## config.mk

```make
export PLATFORM = sky130hd
export DESIGN_NAME = traffic_light_ctrl_param
export DESIGN_NICKNAME = d
export VERILOG_FILES = /design/src/rtl/traffic_light_ctrl_param.sv
export SDC_FILE = /design/constraint.sdc
export NUM_CORES = 1
export LEC_CHECK = 0
export ABC_AREA = 1
export BUFFER_PORTS_ARGS = -buffer_cell sky130_fd_sc_hd__clkbuf_2
export CAP_MARGIN = 10
export CORE_UTILIZATION = 23
export DETAILED_ROUTE_END_ITERATION = 8
export PLACE_DENSITY = 0.41
export SLEW_MARGIN = 20
export SYNTH_ARGS = -nofsm -noshare
export SYNTH_HDL_FRONTEND = slang
export SYNTH_SLANG_ARGS = --single-unit
```

## constraint.sdc

```tcl
create_clock -name clk -period 2.7 [get_ports clk]
set_input_delay 0.27 -clock clk [delete_from_list [all_inputs] [get_ports clk]]
set_output_delay 0.27 -clock clk [all_outputs]
set_load 0.01 [all_outputs]
```

## src/rtl/traffic_light_ctrl_param.sv

```systemverilog
// Two-road traffic light controller with 1 s prescaler, all-red clearance, pedestrian
// green shortening, active-low 7-segment countdown and phase blinker. Optional macro: NIGHT_FLASH_EN.
module traffic_light_ctrl_param #(
  parameter int TICKS_PER_SEC = 50000000,
  parameter int GREEN_SEC     = 6,
  parameter int YELLOW_SEC    = 3,
  parameter int ALLRED_SEC    = 1,
  parameter int PED_SEC       = 2,
  parameter int SLOW_HALF     = 25000000,
  parameter int FAST_HALF     = 2500000
) (
  input  logic       clk,
  input  logic       reset,
  input  logic       ped_req,
`ifdef NIGHT_FLASH_EN
  input  logic       night,
`endif
  output logic [2:0] LightA,
  output logic [2:0] LightB,
  output logic [0:6] HEX,
  output logic       LED,
  output logic [2:0] phase
);

  typedef enum logic [2:0] {
    A_GREEN = 3'd0, A_YELLOW = 3'd1, RED_AB = 3'd2,
    B_GREEN = 3'd3, B_YELLOW = 3'd4, RED_BA = 3'd5, NIGHT = 3'd6
  } state_t;

  localparam int PW      = (TICKS_PER_SEC > 2) ? $clog2(TICKS_PER_SEC) : 1;
  localparam int LED_MAX = (SLOW_HALF > FAST_HALF) ? SLOW_HALF : FAST_HALF;
  localparam int LW      = (LED_MAX > 2) ? $clog2(LED_MAX) : 1;
  localparam int SW      = 4;

  state_t        state, state_nxt;
  logic [PW-1:0] pre, pre_nxt;
  logic [SW-1:0] sec, sec_nxt;
  logic [LW-1:0] cnt, cnt_nxt, half_last;
  logic          ped_pend, ped_nxt, led, led_nxt, tick, green;
  logic [2:0]    la_nxt, lb_nxt;
  logic [0:6]    hex_nxt;
`ifdef NIGHT_FLASH_EN
  logic          flash, flash_nxt;
`endif

  function automatic state_t succ(input state_t s);
    case (s)
      A_GREEN:  succ = A_YELLOW;
      A_YELLOW: succ = RED_AB;
      RED_AB:   succ = B_GREEN;
      B_GREEN:  succ = B_YELLOW;
      B_YELLOW: succ = RED_BA;
      default:  succ = A_GREEN;
    endcase
  endfunction

  function automatic logic [SW-1:0] dur(input state_t s);
    case (s)
      A_GREEN, B_GREEN:   dur = SW'(GREEN_SEC);
      A_YELLOW, B_YELLOW: dur = SW'(YELLOW_SEC);
      default:            dur = SW'(ALLRED_SEC);
    endcase
  endfunction

  function automatic logic [0:6] digit(input logic [SW-1:0] d);
    case (d)
      4'd0:    digit = 7'b0000001;
      4'd1:    digit = 7'b1001111;
      4'd2:    digit = 7'b0010010;
      4'd3:    digit = 7'b0000110;
      4'd4:    digit = 7'b1001100;
      4'd5:    digit = 7'b0100100;
      4'd6:    digit = 7'b0100000;
      4'd7:    digit = 7'b0001111;
      4'd8:    digit = 7'b0000000;
      4'd9:    digit = 7'b0000100;
      default: digit = 7'b1111111;
    endcase
  endfunction

  always_ff @(posedge clk or negedge reset) begin
    if (!reset) begin
      state    <= A_GREEN;
      pre      <= '0;
      sec      <= SW'(GREEN_SEC);
      ped_pend <= 1'b0;
      cnt      <= '0;
      led      <= 1'b0;
      LightA   <= 3'b001;
      LightB   <= 3'b100;
      HEX      <= digit(SW'(GREEN_SEC));
`ifdef NIGHT_FLASH_EN
      flash    <= 1'b0;
`endif
    end else begin
      state    <= state_nxt;
      pre      <= pre_nxt;
      sec      <= sec_nxt;
      ped_pend <= ped_nxt;
      cnt      <= cnt_nxt;
      led      <= led_nxt;
      LightA   <= la_nxt;
      LightB   <= lb_nxt;
      HEX      <= hex_nxt;
`ifdef NIGHT_FLASH_EN
      flash    <= flash_nxt;
`endif
    end
  end

  always_comb begin
    tick      = (pre == PW'(TICKS_PER_SEC - 1));
    pre_nxt   = tick ? '0 : pre + 1'b1;
    state_nxt = state;
    sec_nxt   = sec;
    ped_nxt   = ped_pend | ped_req;
    green     = (state == A_GREEN) || (state == B_GREEN);
    if (green && ped_pend)
      ped_nxt = ped_req;
    // Truncation wins over a coincident tick: no decrement in that cycle.
    if (green && ped_pend && (sec > SW'(PED_SEC))) begin
      sec_nxt = SW'(PED_SEC);
    end else if (tick) begin
      if (sec == SW'(1)) begin
        state_nxt = succ(state);
        sec_nxt   = dur(succ(state));
      end else begin
        sec_nxt = sec - 1'b1;
      end
    end
`ifdef NIGHT_FLASH_EN
    flash_nxt = flash;
    if (state == NIGHT) begin
      ped_nxt   = 1'b0;
      state_nxt = NIGHT;
      sec_nxt   = sec;
      if (tick) begin
        if (night) begin
          flash_nxt = ~flash;
        end else begin
          state_nxt = RED_BA;
          sec_nxt   = SW'(ALLRED_SEC);
        end
      end
    end else if (tick && night) begin
      state_nxt = NIGHT;
      sec_nxt   = sec;
      ped_nxt   = 1'b0;
      flash_nxt = 1'b1;
    end
`endif
    // Blinker counter restarts on any phase change; level is held across the change.
    half_last = ((state == A_YELLOW) || (state == B_YELLOW)) ? LW'(FAST_HALF - 1) : LW'(SLOW_HALF - 1);
    led_nxt   = led;
    cnt_nxt   = cnt + 1'b1;
    if ((state_nxt == RED_AB) || (state_nxt == RED_BA) || (state_nxt == NIGHT)) begin
      led_nxt = 1'b0;
      cnt_nxt = '0;
    end else if (state_nxt != state) begin
      cnt_nxt = '0;
    end else if (cnt == half_last) begin
      led_nxt = ~led;
      cnt_nxt = '0;
    end
  end

  always_comb begin
    la_nxt  = 3'b100;
    lb_nxt  = 3'b100;
    hex_nxt = digit(sec_nxt);
    case (state_nxt)
      A_GREEN:  la_nxt = 3'b001;
      A_YELLOW: la_nxt = 3'b010;
      B_GREEN:  lb_nxt = 3'b001;
      B_YELLOW: lb_nxt = 3'b010;
`ifdef NIGHT_FLASH_EN
      NIGHT: begin
        la_nxt  = flash_nxt ? 3'b010 : 3'b000;
        lb_nxt  = flash_nxt ? 3'b100 : 3'b000;
        hex_nxt = 7'b1111111;
      end
`endif
      default: ;
    endcase
  end

  assign LED   = led;
  assign phase = state;

endmodule

```

==> key figures, run 1 <==
STA
  – RSZ-0062 raised after global routing: no
  – Worst-margin pin slew: just under 1000 ps
  – Final Skew: 8.415 ps
  – Fin crit share: 88.42%
  – FMAX: 418.9 MHz
  – Fin crit period: 2387 ps
  – Final hold viol count: 0
  – Fin. max-slew vios: 0
  – Final setup viols: 0
  – Slew HR: 35.56%
  – Setup TNS: 0 ps

Die
  – Die height: 145.6 um
  – Core ar.: slightly above 0.02 mm2
  – Row cnt: 52
  – Ports: 20
  – Die area: 0.02121 mm2
  – Starting density of the core: 23.45%
  – Chip width: between 100 and 150 um

Route
  – # DRC: 0
  – Vias: 4133
  – Routed wire per std cell: about 12 um
  – DR vias/cell: about 4.3
  – Initial DRC count: 232
  – Drt first pass iters: 5
  – Final WL: 12.01 mm
  – Post-DRT Antenna Nets: 0

Clock tree
  – Clock tree buffer depth: 2
  – CTS tree: built
  – Clk slew on worst S/H paths: 60 ps
  – Root Buffer: clkbuf_16
  – H-tree Lvls: 3
  – # hold bufs at CTS: 0
  – CTS Buf Count: 9
  – Cts repair resizes: 0
  – Postcts setup bufs: 0
  – Worst skew pair latency: 350 ps
  – CTS sink count: 73

Power
  – Gate power share: 1.0%
  – Worst vdd ir: 0.2665 mV
  – Reg power frac: 45.7%
  – Net Switching: approximately 0.53 mW
  – Static leakage: 2.703 nW
  – Switching share of power: ~22%
  – Pwr Density: 439.3 mW/mm2
  – Internal power: 1.868 mW
  – Clock network fraction of total power: 53.3%

Synthesis
  – Sequential fraction of the synthesis area: 38.62%
  – Top cells by area, synth: dfrtp_1 36%, nand2_1 13%, nor2_1 8.5%
  – Yosys reg bits: 73
  – Synth unique cells: 37
  – Area leader, netlist: dfrtp_1
  – Number of flops mapped to enable cells by yosys: 0
  – Syn Std Cell Area: 0.004746 mm2
  – Syn avg cell area: 7.083 um2
  – Synth Warn #: 0
  – Post-Syn Instances: 670
  – Synth Flop Type: dfrtp_1
  – FFs w/ async S/R, synth: 100.0%
  – Synth top area share: 35.86%
  – Syn nets: approximately 700

GRT
  – Largest net degree at the start of global routing: 74
  – Grt ovf: 0
  – Initial antenna violation count: 0
  – Vias in the first global route: 4123
  – GRT Overall Usage: about an eighth
  – First-pass GRT wire length: 20.82 mm

Critical path
  – Crit path launch type: flop
  – Crit path kind: reg2reg
  – Crit-path max FO: 9
  – Setup crit end kind: flop
  – Arrival time worst endpoint: about 2600 ps
  – Required time of the critical path: 2910 ps

Min path
  – HP Class: in2async

Layout
  – Share of layout cells above drive strength 1: 12.57%
  – Antenna cells: 0
  – # nets final: 708
  – Multi-input gate area: 0.002421 mm2
  – Area grow syn2layout: 15.03%
  – Sequential cell area: about 0.0018 mm2
  – Layout Cells excl Fill: between 900 and 1000
  – FILL cells: 2244

Placement
  – Detailed Place HPWL: a little under 9 mm
  – I/O Buffers: 19
  – Gpl congestion: 0.7899
  – # placed instances: 954

Outcome
  – Outcome: complete, no violations

Job
  – Max cap viols: 0
==> state kept, by name, indices dropped and copies added, names as in the netlist <==
signal / flops
ped_pend: 1
HEX: 7
cnt: 25
phase: 3
sec: 4
LED: 1
LightA: 3
pre: 26
LightB: 3
==> area by class of cell <==
class                      instances  share of cell area [%]
timing repair buffer              27                   3.117
tap                              270                   6.188
sequential                        73                   33.58
multi-input combinational        483                   44.35
clock buffer                      11                   4.630
inverter                         101                   6.991
clock inverter                     5                   1.146
==> worst paths after layout <==
kind	startpoint	end	slack (ps)	depth (start not counted)
setup / recovery	sec[1]	HEX[5]	310	11
hold / removal	reset	HEX[3]	70	1
setup reg to reg	sec[1]	HEX[5]	310	11
hold reg to reg	pre[0]	pre[0]	500	1
max in group asynchronous	reset	cnt[24]	1990	1
min in group clk	ped_req	ped_pend	120	2
==> per-layer routing <==
metal	global-route usage, %	share of wire [%]
met5	0	0
met4	4.579	1.3
met2	19.40	44
met3	2.351	3.3
met1	16.83	51
==> per-stage QoR <==
step | total power, mW | instance area (um2) | utilization, % | setup WS, ps | hold WS, ps
after floorplan | 1.116 | 4746 | - | 527.5 | -25.59
after detailed placement | 1.142 | 5144 | 25.42 | 341.7 | 477.3
after CTS | 2.443 | 5459 | 26.98 | 326.4 | 113.5
final | 2.398 | 5459 | 26.98 | 312.6 | 65.17
after global placement | 1.142 | 5144 | 25.42 | 302.6 | 476.5
after global routing | 2.489 | 5459 | 26.98 | 12.20 | 123.7
==> critical path, stage by stage, from the launching register on <==
cell      delay (ps)
dfstp_2          560
inv_1             70
ha_1             170
nand2_1          220
inv_2            140
nand2_1          100
o21ai_0           90
o211ai_1         250
inv_1            120
ha_1             200
o21ai_0          220
o21ai_0          110
==> synth_stat cells (9+ instances only) <==
library cell / instances
nand2_1: 167
nor2_1: 108
inv_1: 90
dfrtp_1: 68
nand3_1: 52
xor2_1: 28
nor3_1: 24
o21ai_0: 24
nand4_1: 16
ha_1: 10
a21oi_1: 9
inv_2: 9
==> power by group through the flow <==
stage | sequential, mW | combinational [mW] | clock (mW)
6_report | 1.10 | 0.0238 | 1.28
5_1_grt | 1.09 | 0.0294 | 1.36
4_1_cts | 1.10 | 0.0266 | 1.32
3_5_place_dp | 1.12 | 0.0263 | 0
3_3_place_gp | 1.12 | 0.0266 | 0
2_1_floorplan | 1.12 | 0.000756 | 0
==> placed cells by master, fill, tap and decap left out, types with 8 or more instances in the layout <==
cell / n
a21oi_1: 9
buf_4: 8
clkbuf_16: 9
clkbuf_2: 18
dfrtp_1: 68
ha_1: 10
inv_1: 90
inv_2: 9
nand2_1: 167
nand2_2: 8
nand3_1: 52
nand4_1: 16
nor2_1: 108
nor3_1: 24
o21ai_0: 24
xor2_1: 28
==> logic make-up after synthesis <==
group,count (synthesis),share of synthesized area [%]
fa+ha+maj,10,2.636
buf+inv,114,10.36
flops,73,38.62
compound gates,42,5.009
xor+xnor,31,5.721
simple gates,400,37.65
(Power assumes the default switching activity.)
==> run 2, diff against run 1 <==
--- a/config.mk
+++ b/config.mk
@@ -5,7 +5,7 @@
 export SDC_FILE = /design/constraint.sdc
 export NUM_CORES = 1
 export LEC_CHECK = 0
-export ABC_AREA = 1
+export ABC_AREA = 0
 export BUFFER_PORTS_ARGS = -buffer_cell sky130_fd_sc_hd__clkbuf_2
 export CAP_MARGIN = 10
 export CORE_UTILIZATION = 23
==> key figures, run 2 <==
GRT
  – Grt ovf: 0
  – First-pass GRT wire length: 13.79 mm
  – Initial antenna violation count: 0
  – Largest net degree at the start of global routing: 74
  – Vias in the first global route: 2745
  – GRT Overall Usage: 10.59%

STA
  – Fin. max-slew vios: 0
  – Fin crit period: about 2500 ps
  – Final setup viols: 0
  – Worst-margin pin slew: 967.2 ps
  – Final Skew: 5.499 ps
  – Slew HR: 35.52%
  – RSZ-0062 raised after global routing: no
  – FMAX: 406.4 MHz
  – Final hold viol count: 0
  – Setup TNS: 0 ps
  – Fin crit share: 91.14%

Critical path
  – Crit path from: sec[1]
  – Required time of the critical path: 2950 ps
  – Setup crit end kind: flop
  – Worst R2R Start: sec[1]
  – Crit path kind: reg2reg
  – FF-to-FF path depth: 9
  – Arrival time worst endpoint: about 2700 ps
  – Crit path launch type: flop
  – Crit-path max FO: 6

Route
  – Vias: approximately 2700
  – Post-DRT Antenna Nets: 0
  – DR vias/cell: 4.355
  – Routed wire per std cell: 12.91 um
  – Final WL: 8.144 mm
  – # DRC: 0
  – Drt first pass iters: 5
  – Initial DRC count: 167

Synthesis
  – Synth Flop Type: dfrtp_1
  – Largest family of logic cells by synthesized area: simple AND/OR/NAND/NOR gates
  – Synth Warn #: 0
  – Post-Synth Simple-Gate Area: 24.81%
  – Syn nets: 394
  – Syn avg cell area: 9.901 um2
  – Synth Area in Compound Gates: 6.700%
  – FFs w/ async S/R, synth: 100.0%
  – Post-Syn Instances: 381
  – Sequential fraction of the synthesis area: 48.59%
  – Adder-cell share of the synthesized area: 3.317%
  – Synth top area share: between 40 and 50%
  – Area leader, netlist: dfrtp_1
  – Synth unique cells: 53
  – Most frequent cell after synthesis: dfrtp_1
  – Number of flops mapped to enable cells by yosys: 0
  – Top cells by area, synth: dfrtp_1 45%, nor2_1 6.4%, xnor2_1 5.8%
  – Syn Std Cell Area: about 0.0038 mm2
  – Mux contribution to synthesized area: between 1.5 and 2%
  – List of most frequent post-synthesis cells: 68 x dfrtp_1, 64 x nor2_1, 32 x nand2_1, 25 x xnor2_1, 25 x xor2_1
  – Yosys reg bits: 73
  – Post-synthesis xor/xnor area fraction: 11.61%

Power
  – Static leakage: between 1.5 and 2 nW
  – Pwr Density: slightly above 500 mW/mm2
  – Worst vdd ir: 0.3083 mV

Die
  – Die height: 130.1 um
  – Chip width: 130.1 um
  – Core ar.: 0.01594 mm2
  – Die area: 0.01692 mm2
  – Ports: 20
  – Starting density of the core: 23.66%
  – Row cnt: 46

Layout
  – # nets final: approximately 420
  – Area grow syn2layout: 17.74%
  – Share of layout cells above drive strength 1: 14.46%
  – Top flop regs: pre (26), cnt (25), HEX (7)
  – Largest register by flop count: pre
  – Most common cell after layout, fill and taps aside: dfrtp_1
  – Cell area after layout: 0.004442 mm2
  – FILL cells: 1706
  – Most frequent cells in the layout: 68 x dfrtp_1, 64 x nor2_1, 32 x nand2_1
  – Max reg flops: 26
  – Layout Utilization: between 20 and 30%
  – Antenna cells: 0

Min path
  – HP Class: in2async

Clock tree
  – # hold bufs at CTS: 0
  – Clk slew on worst S/H paths: 60 ps
  – CTS tree: built
  – Root Buffer: clkbuf_16
  – CTS sink count: 73
  – CTS Buf Count: 9
  – Worst skew pair latency: 330 ps
  – H-tree Lvls: 3
  – Clock tree buffer depth: 2

Job
  – Max cap viols: 0

Placement
  – Area post-placement: 0.004144 mm2
  – Detailed Place HPWL: about 5.4 mm
  – Gpl congestion: 0.7989
  – I/O Buffers: 19

Outcome
  – Outcome: complete, no violations
==> run 2: power breakdown <==
part	switching [mW]	internal (mW)	total, mW
sequential	0.000677	1.10	1.10
clock	0.445	0.711	1.16
combinational	0.0213	0.00192	0.0233
total	0.467	1.81	2.28
==> run 2: worst paths after layout <==
check	end	slack [ps]
worst max register to register	HEX[4]	240
max in group asynchronous	cnt[24]	1980
worst max-delay path	HEX[4]	240
worst min register to register	pre[4]	480
min in group clk	ped_pend	120
worst min-delay path	cnt[13]	50
==> run 2: repair_timing <==
item,CTS,global route
endpoints found under the setup margin,0,5
buffers inserted,0,1
resized for setup,0,3
==> run 2: area by class of cell <==
cell class,instances,area [um2],area share (%)
timing repair buffer,30,180.2,4.056
tap,216,270.3,6.085
sequential,73,1833,41.27
clock inverter,4,45.04,1.014
clock buffer,12,236.5,5.324
inverter,11,41.29,0.9296
multi-input combinational,285,1836,41.32
==> run 2: cell families after synthesis <==
| family | Yosys count |
|---|---|
| AOI/OAI and AO/OA | 36 |
| xor gates and xnor gates | 50 |
| adders and majority gates | 10 |
| buffers and inverters | 23 |
| DFF | 73 |
| muxes | 7 |
| and+or+nand+nor | 182 |
==> run 2: per-layer routing <==
metal / vias up / global-route usage [%] / wire length (um)
li1: 1379 / - / -
met1: 1320 / 13.92 / 4031
met2: 39 / 15.99 / 3716
met3: 10 / 3.608 / 285
met4: 0 / 3.967 / 110
met5: - / 0 / 0
==> run 2: critical path: stages (launching register included) <==
cell and delay [ps]:
dfstp_2 380, inv_1 90, ha_1 170, nor3b_1 520
nand2_1 170, a31oi_1 170, o21ai_1 180, ha_1 290
mux2_2 270, a22oi_1 140
==> run 2: metrics by stage <==
stage	power [mW]	setup slack (ps)	cells	hold WS [ps]
6_report	2.276	239.2	631	51.68
5_1_grt	2.378	23.01	631	117.3
4_1_cts	2.331	84.96	630	105.1
3_5_place_dp	1.141	99.31	614	463.7
3_3_place_gp	1.141	171.5	614	455.8
2_1_floorplan	1.116	353.7	381	-25.59
